--- config.mk ---
export PLATFORM = sky130hd
export DESIGN_NAME = line_reduction_sequencer
export DESIGN_NICKNAME = d
export VERILOG_FILES = /design/src/rtl/line_reduction_sequencer.sv
export SDC_FILE = /design/constraint.sdc
export NUM_CORES = 1
export LEC_CHECK = 0
export CAP_MARGIN = 10
export CORE_MARGIN = 4
export CORE_UTILIZATION = 65
export DETAILED_ROUTE_END_ITERATION = 16
export PLACE_DENSITY_LB_ADDON = 0.2
export SYNTH_ARGS = -nofsm -noshare
export SYNTH_HDL_FRONTEND = slang
export SYNTH_SLANG_ARGS = --single-unit
--- constraint.sdc ---
create_clock -name clk -period 9.9 [get_ports clk]
set_input_delay 2.475 -clock clk [delete_from_list [all_inputs] [get_ports clk]]
set_output_delay 2.475 -clock clk [all_outputs]
set_load 0.01 [all_outputs]
--- src/rtl/line_reduction_sequencer.sv ---
// rtl/line_reduction_sequencer.sv - Bresenham line walker scoring per-pixel darkness reduction
// Issues one image read per pixel and accumulates the signed reduction a drawn line would give.
module line_reduction_sequencer #(
    parameter int COORD_W   = 10,
    parameter int IMG_W     = 640,
    parameter int ADDR_W    = 19,
    parameter int ACC_W     = 24,
    parameter int LINE_DARK = 150
) (
    input  logic                    clk,
    input  logic                    rst_n,
    input  logic                    start_valid,
    output logic                    start_ready,
    input  logic [COORD_W-1:0]      x0,
    input  logic [COORD_W-1:0]      y0,
    input  logic [COORD_W-1:0]      x1,
    input  logic [COORD_W-1:0]      y1,
    output logic [ADDR_W-1:0]       mem_addr,
    output logic                    mem_rd_en,
    input  logic [8:0]              mem_rdata,
    output logic                    result_valid,
    input  logic                    result_ready,
    output logic signed [ACC_W-1:0] score,
    output logic [COORD_W:0]        pixel_count,
    output logic                    busy
);

    localparam int EW = COORD_W + 2;

    typedef enum logic [2:0] {S_IDLE, S_INIT, S_WALK, S_DRAIN, S_DONE} state_t;

    state_t                  state;
    logic [COORD_W-1:0]      lx0, ly0, lx1, ly1;
    logic [COORD_W-1:0]      cx, cy;
    logic signed [EW-1:0]    dx, dy, err;
    logic                    sx_neg, sy_neg;
    logic                    rd_valid;

    function automatic logic [ADDR_W-1:0] pix_addr(input logic [COORD_W-1:0] x,
                                                   input logic [COORD_W-1:0] y);
        return ADDR_W'(y) * ADDR_W'(IMG_W) + ADDR_W'(x);
    endfunction

    function automatic logic signed [10:0] pen(input logic signed [10:0] v);
        return v[10] ? ((-v) >>> 1) : v;
    endfunction

    logic signed [EW-1:0] adx, ady;
    always_comb begin
        adx = (lx1 >= lx0) ? EW'(lx1 - lx0) : EW'(lx0 - lx1);
        ady = (ly1 >= ly0) ? EW'(ly1 - ly0) : EW'(ly0 - ly1);
    end

    // Both axis steps are decided from the same e2, so a diagonal move happens in one cycle.
    logic signed [EW:0]   e2, dx_e, dy_e;
    logic signed [EW-1:0] err_nx;
    logic [COORD_W-1:0]   nx, ny;
    logic                 at_end;
    always_comb begin
        e2     = {err, 1'b0};
        dx_e   = (EW+1)'(dx);
        dy_e   = (EW+1)'(dy);
        err_nx = err;
        nx     = cx;
        ny     = cy;
        if (e2 >= dy_e) begin
            err_nx = err_nx + dy;
            nx     = sx_neg ? cx - COORD_W'(1) : cx + COORD_W'(1);
        end
        if (e2 <= dx_e) begin
            err_nx = err_nx + dx;
            ny     = sy_neg ? cy - COORD_W'(1) : cy + COORD_W'(1);
        end
        at_end = (cx == lx1) && (cy == ly1);
    end

    logic signed [10:0] p, q, red;
    always_comb begin
        p   = {{2{mem_rdata[8]}}, mem_rdata};
        q   = p - 11'(LINE_DARK);
        red = pen(p) - pen(q);
    end

    always_ff @(posedge clk or negedge rst_n) begin
        if (!rst_n) begin
            state        <= S_IDLE;
            start_ready  <= 1'b1;
            result_valid <= 1'b0;
            mem_rd_en    <= 1'b0;
            mem_addr     <= '0;
            score        <= '0;
            pixel_count  <= '0;
            busy         <= 1'b0;
            lx0          <= '0;
            ly0          <= '0;
            lx1          <= '0;
            ly1          <= '0;
            cx           <= '0;
            cy           <= '0;
            dx           <= '0;
            dy           <= '0;
            err          <= '0;
            sx_neg       <= 1'b0;
            sy_neg       <= 1'b0;
            rd_valid     <= 1'b0;
        end else begin
            // Read data lands the cycle after the strobe; accumulate it there.
            rd_valid <= mem_rd_en;
            if (rd_valid) begin
                score       <= score + ACC_W'(red);
                pixel_count <= pixel_count + (COORD_W+1)'(1);
            end
            case (state)
                S_IDLE: begin
                    if (start_valid && start_ready) begin
                        lx0         <= x0;
                        ly0         <= y0;
                        lx1         <= x1;
                        ly1         <= y1;
                        start_ready <= 1'b0;
                        busy        <= 1'b1;
                        state       <= S_INIT;
                    end
                end
                S_INIT: begin
                    dx          <= adx;
                    dy          <= -ady;
                    err         <= adx - ady;
                    sx_neg      <= !(lx0 < lx1);
                    sy_neg      <= !(ly0 < ly1);
                    cx          <= lx0;
                    cy          <= ly0;
                    mem_addr    <= pix_addr(lx0, ly0);
                    mem_rd_en   <= 1'b1;
                    score       <= '0;
                    pixel_count <= '0;
                    state       <= S_WALK;
                end
                S_WALK: begin
                    if (at_end) begin
                        mem_rd_en <= 1'b0;
                        state     <= S_DRAIN;
                    end else begin
                        cx       <= nx;
                        cy       <= ny;
                        err      <= err_nx;
                        mem_addr <= pix_addr(nx, ny);
                    end
                end
                S_DRAIN: begin
                    result_valid <= 1'b1;
                    state        <= S_DONE;
                end
                S_DONE: begin
                    if (result_ready) begin
                        result_valid <= 1'b0;
                        start_ready  <= 1'b1;
                        busy         <= 1'b0;
                        state        <= S_IDLE;
                    end
                end
                default: state <= S_IDLE;
            endcase
        end
    end

endmodule
# Word-level counts from Yosys, hierarchy flattened
# Cells that the tools add are included.
# word_totals
latch_bits	0
input_bits	53
mem_bits_ro	0
ff_bits	160
ramBits	0
n_memories	0
# op_classes
eq_ne	10
bitwise	0
multipliers	2
n_shift	0
div_mod_pow	0
n_mux	35
order_cmp	6
n_addsub	20
n_reduce_logical	15
# ops
cell	n
two-way mux 10 bit	6
two-way mux 12 bit	5
two-way mux 24 bit	2
two-way mux 11 bit	4
subtractor 10 x 10 -> 11 bit	4
case mux 10 bit (2 select lines)	2
adder 19 x 10 -> 19 bit	2
case mux 19 bit (2 select lines)	1
adder 12 bit	2
adder 24 x 11 -> 24 bit	1
multiplier 10 x 3 -> 12 bit, second input constant	2
case mux 12 bit (2 select lines)	1
adder 10 x 1 -> 10 bit, second input constant	2
== test 10 bit	2
>= comparator 10 bit	2
less-than comparator 10 bit	2
subtractor 10 x 1 -> 10 bit, second input constant	2
two-way mux 19 bit	1
case mux 3 bit (5 select lines)	1
>= comparator 13 x 12 -> 1 bit	1
<= comparator 13 x 12 -> 1 bit	1
negation 12 bit	1
subtractor 12 bit	1
adder 11 x 1 -> 11 bit, second input constant	1
other kinds (17)	39

# Depth between registers and ports, before layout
# depth
ltp_word	7
mapped_depth	26
ltp_nobuf	25

# Worst setup path before layout
# No wires, ideal clock.
# synth_timing
path_kind	input-to-reg
start	input port mem_rdata[3]
end	register score[23]
t_arrival_ns	7.877
setup_slack_ns	1.944
n_path_buf	2
t_required_ns	9.821
path_stages	25
path_cell_list	clkbuf_1 -> o21ai_0 -> and2_1 -> nor2_1 -> clkbuf_1 -> mux2i_1 -> ha_1 -> inv_1 -> fa_1 -> a21o_1 -> a21oi_1 -> nand2b_1 -> a21boi_0 -> o41ai_1 -> o221ai_1 -> inv_1 -> ha_1 -> a21o_1 -> a21oi_1 -> o21ai_0 -> a211o_1 -> a221o_1 -> and3_1 -> a221oi_1 -> mux2i_1
# synth_between
elab_chain_cells	7
elab_cells_between_ends	9
# synth_rtl
item	line	rtl
from (decl)	20	input logic [8:0] mem_rdata,
subtractor 9 x 9 -> 10 bit	80	q = p - 11'(LINE_DARK);
negation 10 -> 11 bit	45	return v[10] ? ((-v) >>> 1) : v;
two-way mux 11 bit	45	
subtractor 11 bit *	81	red = pen(p) - pen(q);
adder 24 x 11 -> 24 bit *	110	score <= score + ACC_W'(red);
two-way mux 24 bit *	109	if (rd_valid) begin
two-way mux 24 bit *	113	case (state)
to (signal assigned)	110	
to (decl)	23	output logic signed [ACC_W-1:0] score,
# Mark *: on every way between the ends. The rest lies on a longest branch, timed or not. The select of a mux whose other input is x is not followed.
# A chain may end at the register's enable or synchronous reset.

# Worst setup path in the final report
# layout_timing
start	input port mem_rdata[2]
end	register score[22]
# The elaborated chain is that of the path after synthesis.

==> impl_metrics.ini <==
[synth]
ys.flop_type = dfrtp_1
synthTopCellsByCount = ha_1 (194), nor2_1 (154), dfrtp_1 (151), a21oi_1 (143), inv_1 (131)
yosysWarnings = 0
avgSynthCellArea_um2 = 8.50
seq_area_frac_synth_pct = 25.3
synth_edf_count = 0
ys_async_sr_fraction_pct = 100
synth_most_common_cell = ha_1
synth_cell_types = 82
synth_area_leaders = dfrtp_1 (25%), ha_1 (16%), a21oi_1 (4.8%), xnor2_1 (4.6%), mux2_2 (4.5%)
netlist_area_um2 = 15000
synth_cells = 1769
yosysTopAreaCellShare_pct = 25.1
ys_ff_latch = 152
synth_top_area_cell = dfrtp_1

[worst_setup_path]
path_buf_inv = 4
crit_path_end_kind = flop
cp_top_family = compound AO/OA/AOI/OAI gates
critPathLaunchType = input pin
crit_path_top_delay_cell = clkdlybuf4s50_1
slowest_delay_ps = 520
criticalPathCategory = in -> reg
cp_max_fo = 15
cp.arrival_ps = 9010
required_ps = 10190

[final_layout]
area_growth_pct = 12.8
drive_gt1_share_pct = 7.25
n_antenna_cell = 0
nets = 2111
ff_latch_area_um2 = 3800
fillCellCount = 1721
multi_input_area_um2 = 10500

[cts]
cts_hold_buf = 0
numCtsBuffers = 17
h-tree-depth = 4
clockBufferDepth = 2
clk_pin_slew_worst_paths_ps = 70
clkLatencyLatePin_ps = 450
ctsResizeCount = 0
post_cts_buffers = 0
cts_root_buf = clkbuf_16
cts_tree = done
clkSinkCount = 152

[routing]
ant_nets = 0
wl_mm = 39.2
wire_per_inst_um = 18.2
num_vias = 13400
viasPerCell = 6.24
drc = 0
drtIter0Drc = 1098
firstDrtPassIters = 6

[global_routing]
grt_pass1_vias = 13100
grt-ovfl-total = 0
grt_usage_pct = 29.9
grt_pass1_wl_mm = 64.0
grt_max_degree = 81
grt_antenna_before_repair = 0

[sta]
rsz0062_at_grt = no
fmax_mhz = 115
setup_viol = 0
tns_ps = 0
hold_viol_final = 0
slew_viol_final = 0
post-route-min-period_ps = 8730
skew_ps = 15.3
slew_headroom_pct = 31.8
period_share_pct = 88.1
worstMarginPinSlew_ps = 1020

[floorplanning]
start_util_pct = 66.2
die_y_um = 160
io_pins = 111
fp.dieW_um = 160
core-area_um2 = 22700
dieArea_um2 = 25600
core.rowCount = 55

[run]
maxCapViolCount = 0

[placement]
gp_congestion = 0.926
hpwl_mm = 29.4
port_buffers = 110

[outcome]
status = finished clean

[worst_hold_path]
hp-class = reg -> reg
## worst reg2reg max path, stage by stage (launching register included)
cell,delay (ps)
dfrtp_1,520
inv_1,150
ha_1,400
nand4_1,150
or2_2,340
o31a_1,290
a2bb2oi_2,120
buf_4,380
mux2i_1,490
inv_1,130
ha_1,300
ha_1,160
inv_1,50
fa_1,390
nor2b_1,150
o21a_1,160
or3_1,140
nand4_1,130
a2111oi_0,560
nand4b_1,260
xnor2_1,210
o32a_1,280
o211a_1,100
## logic make-up after synthesis
logic type,after synthesis,share of synthesized area (%)
multiplexers,98,7.03
AND/OR/NAND/NOR,509,16.6
XOR/XNOR,126,7.34
AO/OA/AOI/OAI,480,20.5
other,2,0.0500
flip-flops,152,25.3
adder cells (fa/ha/maj),209,18.2
buffers and inverters,193,5.06
## area by class of cell
class                           count  share of cell area (%)
Multi-Input combinational cell   1425                    61.9
Sequential cell                   152                    22.5
Timing Repair Buffer              122                    7.04
Inverter                          131                    2.90
Clock buffer                       18                    2.59
Tap cell                          285                    2.10
Clock inverter                     14                    1.05
## cell usage in the layout, fill, tap and decap left out, types with 32 or more instances in the layout
master             n
nand3_1           32
clkdlybuf4s50_1  109
mux2i_1           38
xnor2_1           79
xor2_1            47
nand2_1          126
a21o_1            52
dfrtp_1          151
nor2b_1           35
nor2_1           153
ha_1             194
a21oi_1          143
mux2_2            60
o21ai_0          104
inv_1            131
nor3_1            35
## per-layer routing
layer | GRT usage, % | part of all wire, % | routed length [µm]
met5 | 0 | 0 | 0
met4 | 12.4 | 3.9 | 1530
met2 | 49.3 | 47 | 18300
met1 | 39.6 | 44 | 17100
met3 | 4.26 | 5.8 | 2260
## registers in the layout, indices dropped and copies added, names as in the netlist, 3 cells and up
register	count
ly1	10
score	24
lx0	10
dy	12
mem_addr	19
pixel_count	11
ly0	10
dx	11
cy	10
lx1	10
err	12
state	3
cx	3
## worst paths after layout
path                                            start                  endpoint  slack [ps]  depth (start not counted)
max in group asynchronous                       rst_n         cy[5]$_DFFE_PN0P_        6340                          2
worst min-delay path            mem_rd_en$_DFFE_PN0P_        rd_valid$_DFF_PN0_         430                          0
min in group asynchronous                       rst_n         dy[7]$_DFFE_PN0P_        2080                          1
worst min register to register  mem_rd_en$_DFFE_PN0P_        rd_valid$_DFF_PN0_         430                          0
worst max register to register     dx[10]$_DFFE_PN0P_  mem_addr[18]$_DFFE_PN0P_        3960                         22
worst max-delay path                     mem_rdata[2]     score[22]$_DFFE_PN0P_        1170                         25
## through the flow
step                hold slack [ps]  instance area [µm²]  instances  utilization, %  setup WS [ps]
finish                          428                16900       2147            74.6           1170
global route                    466                16900       2147            74.6            747
detailed placement              416                16300       2115            71.9            847
floorplan                       435                15000       1770               -           1940
global placement                417                16300       2115            71.9           1090
CTS                             433                16900       2147            74.6           1270
Power is left out: the tool's default activity adds up to more than one toggle a clock period on the data nets, which glitch-free logic cannot reach.
